`src/rtl/mtimer.sv`:
```
// Machine timer: 64-bit prescaled mtime counter, 64-bit mtimecmp and a level
// timer interrupt. It is a bus peripheral with a small word-addressed register map.
module mtimer #(
  parameter int unsigned PRESCALE_W = 8
) (
  input  logic        clk,
  input  logic        reset,
  input  logic        sel,
  input  logic        write_en,
  input  logic [4:0]  addr,
  input  logic [31:0] data_in,
  output logic [31:0] data_out,
  output logic        intr_timer
);

  localparam int unsigned WORD_W = 3;
  localparam logic [WORD_W-1:0] A_MTIME_LO    = 3'd0;
  localparam logic [WORD_W-1:0] A_MTIME_HI    = 3'd1;
  localparam logic [WORD_W-1:0] A_MTIMECMP_LO = 3'd2;
  localparam logic [WORD_W-1:0] A_MTIMECMP_HI = 3'd3;
  localparam logic [WORD_W-1:0] A_CTRL        = 3'd4;
  localparam logic [WORD_W-1:0] A_STATUS      = 3'd5;

  logic [31:0]           mtime_lo, mtime_hi;
  logic [31:0]           cmp_lo, cmp_hi;
  logic [31:0]           shadow_hi;
  logic                  en;
  logic [PRESCALE_W-1:0] div;
  logic [PRESCALE_W-1:0] pcnt;

  logic [WORD_W-1:0] word;
  logic              wr, rd;
  logic              wr_lo, wr_hi, wr_cmp_lo, wr_cmp_hi, wr_ctrl, rd_lo;
  logic              tick;
  logic [63:0]       mtime_inc;
  logic              unused_addr;

  // Address decode and access qualification
  assign word        = addr[4:2];
  assign unused_addr = ^addr[1:0];
  assign wr          = sel && write_en;
  assign rd          = sel && !write_en;
  assign wr_lo       = wr && (word == A_MTIME_LO);
  assign wr_hi       = wr && (word == A_MTIME_HI);
  assign wr_cmp_lo   = wr && (word == A_MTIMECMP_LO);
  assign wr_cmp_hi   = wr && (word == A_MTIMECMP_HI);
  assign wr_ctrl     = wr && (word == A_CTRL);
  assign rd_lo       = rd && (word == A_MTIME_LO);

  // A CTRL write restarts the prescaler phase and swallows this cycle's tick
  assign tick      = en && (pcnt == div) && !wr_ctrl;
  assign mtime_inc = {mtime_hi, mtime_lo} + 64'd1;

  // Control register and prescaler counter
  always_ff @(posedge clk) begin
    if (!reset) begin
      en   <= 1'b0;
      div  <= '0;
      pcnt <= '0;
    end else if (wr_ctrl) begin
      en   <= data_in[0];
      div  <= data_in[8 +: PRESCALE_W];
      pcnt <= '0;
    end else if (en) begin
      pcnt <= tick ? '0 : pcnt + PRESCALE_W'(1);
    end
  end

  // mtime: bus writes win per half; a HI write still lets lo advance on a tick
  always_ff @(posedge clk) begin
    if (!reset) begin
      mtime_lo <= '0;
      mtime_hi <= '0;
    end else if (wr_lo) begin
      mtime_lo <= data_in;
    end else if (wr_hi) begin
      mtime_hi <= data_in;
      if (tick) mtime_lo <= mtime_inc[31:0];
    end else if (tick) begin
      mtime_lo <= mtime_inc[31:0];
      mtime_hi <= mtime_inc[63:32];
    end
  end

  // Snapshot of hi taken with each lo read so a lo/hi pair is coherent
  always_ff @(posedge clk) begin
    if (!reset) begin
      shadow_hi <= '0;
    end else if (rd_lo) begin
      shadow_hi <= mtime_hi;
    end else if (wr_hi) begin
      shadow_hi <= data_in;
    end
  end

  // Compare register
  always_ff @(posedge clk) begin
    if (!reset) begin
      cmp_lo <= '1;
      cmp_hi <= '1;
    end else begin
      if (wr_cmp_lo) cmp_lo <= data_in;
      if (wr_cmp_hi) cmp_hi <= data_in;
    end
  end

  // Interrupt level follows the compare one cycle late, independent of EN
  always_ff @(posedge clk) begin
    if (!reset) begin
      intr_timer <= 1'b0;
    end else begin
      intr_timer <= ({mtime_hi, mtime_lo} >= {cmp_hi, cmp_lo});
    end
  end

  // Read mux; zero whenever the block is not selected
  always_comb begin
    data_out = '0;
    if (sel) begin
      case (word)
        A_MTIME_LO:    data_out = mtime_lo;
        A_MTIME_HI:    data_out = shadow_hi;
        A_MTIMECMP_LO: data_out = cmp_lo;
        A_MTIMECMP_HI: data_out = cmp_hi;
        A_CTRL:        data_out = 32'({div, 7'b0, en});
        A_STATUS:      data_out = 32'(intr_timer);
        default:       data_out = '0;
      endcase
    end
  end

endmodule

```
`config.mk`:
```
export PLATFORM = sky130hd
export DESIGN_NAME = mtimer
export DESIGN_NICKNAME = d
export VERILOG_FILES = /design/src/rtl/mtimer.sv
export SDC_FILE = /design/constraint.sdc
export NUM_CORES = 1
export LEC_CHECK = 0
export ABC_AREA = 1
export CAP_MARGIN = 20
export CORE_ASPECT_RATIO = 0.6
export CORE_UTILIZATION = 40
export DETAILED_ROUTE_END_ITERATION = 10
export PLACE_DENSITY = 0.67
export SLEW_MARGIN = 20
export SYNTH_ARGS = -nofsm -noshare
export SYNTH_HDL_FRONTEND = slang
export SYNTH_SLANG_ARGS = --single-unit
```
`constraint.sdc`:
```
create_clock -name clk -period 2 [get_ports clk]
set_clock_uncertainty 0.1 [all_clocks]
set_input_delay 0.4 -clock clk [delete_from_list [all_inputs] [get_ports clk]]
set_output_delay 0.4 -clock clk [all_outputs]
set_load 0.02 [all_outputs]
```
# Yosys cells after proc, flatten, opt, wreduce, memory -nomap -nowiden
# Index checks and enable logic that the tools add are counted.
[word_totals]
register_bits = 178
out_inout_bits = 33
[classes]
n_addsub = 2
order_cmp = 1
n_eq_ne = 6
muxes = 9
bitwise_logic = 2
reduce_logical = 18
[op_table]
columns = ["operator", "count"]
rows = [
  ["$mux 32", 7],
  ["$pmux 32 s6", 1],
  ["$add 64x1->64 const B", 1],
  ["$ge 64x64->1", 1],
  ["$logic_and 1x1->1", 10],
  ["$add 8x1->8 const B", 1],
  ["$eq 8x8->1", 1],
  ["$mux 8", 1],
  ["$eq 3x2->1 const B", 2],
  ["$eq 3x3->1 const B", 2],
  ["$reduce_bool 2->1", 3],
  ["$eq 3x1->1 const B", 1],
  ["$logic_not 3->1", 1],
  ["$logic_not 1->1", 2],
  ["$not 1->1", 2],
  ["$reduce_and 2->1", 1],
  ["$reduce_or 2->1", 1],
]

# Depth between registers and ports, before layout
[depth]
ltp_word = 6
mapped_depth = 15

# Worst setup path before layout
# OpenSTA, ideal clock, no wires.
[synth_timing]
path_kind = "input-to-output"
start = "in addr[4]"
end = "out data_out[0]"
t_arrival_ps = 1621
slack_ps = -121
stages = 6
path_cell_list = "inv_2 > nand2_1 > nor2_4 > clkbuf_1 > a22oi_1 > a21oi_1"
[synth_between]
elab_chain_len = 3
word_cells_on_any_way = 8
cone_classes = "5 x eq/ne; 2 x mux; 1 x reduce/logical"
[synth_lines]
columns = ["item", "line", "source"]
rows = [
  ["start: declaration", "10", "input logic [4:0] addr,"],
  ["$eq 3x3->1, or another cell as far along", "120", "case (word)"],
  ["$pmux 32 s6 (*)", "120", ""],
  ["$mux 32 (*)", "119", "if (sel) begin"],
  ["end: declaration", "12", "output logic [31:0] data_out,"],
]
# Every way passes the cells marked *; elsewhere a longest branch is shown, timed or not.

# Worst setup path after layout
[layout_timing]
start = "in addr[3]"
end = "out data_out[1]"
# Same word-level chain as after synthesis.

==> results.py <==
metrics = {
    "run_status": {
        "outcome": "complete, but fails checks",
        "violations": "negative setup slack",
    },
    "power": {
        "cellPowerDensity_mw_per_mm2": 468,
        "clockPowerShare_pct": 40.8,
        "swShare_pct": 31.5,
        "combPwrFrac_pct": 16.1,
        "internal_power_mw": 5.88,
        "power.switching_mw": 2.70,
        "peakVddDrop_v": 0.000568,
        "p_leak_nw": 8.69,
        "pwr-share-seq_pct": 43.1,
    },
    "clock_network": {
        "htree_levels": 4,
        "clk_pin_slew_ps": 70,
        "clock_insertion_delay_worst_skew_ps": 470,
        "cts_buffers": 17,
        "cts_tree": "yes",
        "clock_sinks": 178,
        "clockBufferDepth": 2,
        "root_buffer": "clkbuf_16",
    },
    "min_path": {
        "min_from": "reset",
        "hp-class": "in2reg",
    },
    "synthesis": {
        "synth_fp_nets": 1980,
        "synth_top_area_share_pct": 29.1,
        "syn_avg_cell_area_sq_um": 6.53,
        "synth-edff-count": 0,
        "syn-cell-area_sq_mm": 0.0122,
        "synth_seq_area_share_pct": 29.1,
        "synthFlopType": "dfxtp_1",
        "yosysTopAreaCell": "dfxtp_1",
        "ys_types": 45,
        "syn_inst": 1873,
        "synthTopCellsByArea": "dfxtp_1 29%, nand2_1 13%, inv_1 7.7%",
        "ys_seq_elements": 178,
        "yosysWarnings": 0,
        "async_reset_ff_share_pct": 0,
    },
    "critical_path": {
        "slowest_delay_ps": 290,
        "cp_cell_sequence": "buf_8, buf_6, nor2_4, nand2_8, clkinvlp_4, buf_12, a221oi_4, nor2_1, buf_4",
        "slowest_stage": "a221oi_4",
        "critPathKind": "in2out",
        "path_buf_inv": 5,
        "worstPathMaxFanout": 6,
        "path_delay_family": "buffers and inverters",
        "cp.required_ps": 1500,
        "crit_start": "addr[3]",
        "cp-start-kind": "input port",
        "rr_startpoint": "mtime_hi[7]$_SDFFE_PN0P_",
        "arrival_ps": 1640,
        "end_kind": "primary output",
    },
    "global_routing": {
        "grt_pass1_wl_mm": 84.8,
        "antenna_found_initial": 0,
        "grt_usage_pct": 37.0,
        "grt_pass1_vias": 13300,
        "grt_max_degree": 54,
        "gr-total-overflow": 0,
    },
    "detailed_routing": {
        "antenna_left": 0,
        "num_vias": 15100,
        "wl_mm": 60.1,
        "route.detailed.drc": 0,
        "wl_per_cell_um": 22.5,
        "first_pass_iters": 6,
        "vias_per_cell": 5.64,
        "drt_iter0_markers": 2238,
    },
    "cells_and_area": {
        "areaGrowthSynthToFinish_pct": 49.6,
        "drive_above_1_share_pct": 33.2,
        "stdcell_count": 2675,
        "nets": 2361,
        "mostFrequentLayoutCells": "417 x nand2_1, 328 x buf_4, 216 x inv_1",
        "final_common_cell": "nand2_1",
        "diodes": 0,
        "fin_area_sq_mm": 0.0183,
    },
    "placement": {
        "place_area_sq_mm": 0.0158,
        "hpwl_mm": 46.0,
        "gp_congestion": 1.03,
        "port_buffers": 71,
        "post-place-cells": 2585,
    },
    "sta": {
        "setup_viol": 31,
        "finalCritPeriodShare_pct": 107,
        "slew_violations": 0,
        "relSlewSlack_pct": 57.2,
        "finalHoldViolations": 0,
        "holdWs_ps": 320,
        "min_period_ps": 2140,
        "rsz0062_at_grt": "yes",
        "fmax_mhz": 467,
        "setup_ws_ps": -140,
        "tightest_slew_ps": 640,
    },
    "job": {
        "maxCapViolations": 0,
    },
    "die": {
        "die_h_um": 137,
        "die_x_um": 228,
        "start_util_pct": 40.7,
        "num_rows": 49,
        "ios": 74,
        "core_region_area_sq_mm": 0.0300,
        "dieArea_sq_mm": 0.0313,
    },
}
[path summary, 6_finish.rpt]
check / slack (ps) / endpoint / cells after the start
setup / recovery: -140 / data_out[1] / 9
hold / removal: 320 / mtime_hi[19]$_SDFFE_PN0P_ / 3
setup reg to reg: 10 / intr_timer$_SDFF_PN0_ / 10
hold reg to reg: 420 / div[6]$_SDFFE_PN0P_ / 2
[worst min-delay path, cell delays in order]
cell and delay [ps]:
buf_4 250, nand2_1 150, a21oi_2 30
[routing by layer]
layer / vias to the layer above / GRT usage, % / wire, um
li1: 6962 / - / -
met1: 7183 / 55.8 / 27700
met2: 880 / 48.8 / 22800
met3: 63 / 12.9 / 8680
met4: 0 / 7.96 / 954
met5: - / 0 / 0
[cell usage after synthesis, drive strengths merged, types with 11 or more instances]
| master | instances |
|---|---|
| nand2 | 454 |
| inv | 261 |
| nor2 | 259 |
| dfxtp | 178 |
| a21oi | 125 |
| nand3 | 113 |
| o211ai | 82 |
| ha | 66 |
| buf | 53 |
| o21ai | 48 |
| o22ai | 36 |
| clkbuf | 32 |
| a221oi | 26 |
| xor2 | 26 |
| nand4 | 24 |
| nor3 | 21 |
| o311ai | 19 |
| xnor2 | 11 |
[state kept, by name (all words and copies together) (netlist names)]
signal and cells:
mtime_hi 32, intr_timer 1, pcnt 8, cmp_hi 32, shadow_hi 32, div 8, mtime_lo 32, en 1
cmp_lo 32
[kinds of logic (layout without fill, tap and decap cells)]
logic type                 after synthesis  count (layout)  synth area share (%)
buffers and inverters                  347             741                  11.5
DFF                                    178             178                  29.1
adders and majority gates               66              66                  6.75
xor gates and xnor gates                37              37                  2.65
and+or+nand+nor                        882             882                  31.1
AOI/OAI and AO/OA                      363             363                  18.9
[per-stage QoR]
step	util [%]	TNS [ps]	power [mW]	worst slack (ps)
global route	60.9	-3430	8.78	-181
floorplan	-	0	4.28	6.18
detailed placement	52.5	-120330	4.90	-1040
global placement	52.5	-112650	4.89	-1000
finish	60.9	-1560	8.58	-140
CTS	58.0	-544	8.46	-82.4
[final cells by class]
class	instances	area (sq um)
Multi-Input combinational cell	1348	8400
Fill cell	2806	11700
Sequential cell	178	3620
Timing Repair Buffer	447	4140
Clock inverter	15	163
Inverter	262	1040
Clock buffer	17	425
Tap cell	408	510
[timing repair]
action,in CTS,in global routing
hold buffers,0,0
gates resized for setup,394,156
setup buffers,30,22
cloned,3,5
pin swaps,52,49
setup endpoints to repair,125,107
[power groups by stage]
stage	registers, mW	clock network [mW]	logic, mW
2_1_floorplan	3.75	0	0.530
3_5_place_dp	3.78	0	1.12
3_3_place_gp	3.77	0	1.11
6_report	3.70	3.50	1.38
5_1_grt	3.70	3.62	1.45
4_1_cts	3.70	3.49	1.27
Power figures use the tool's default switching activity.
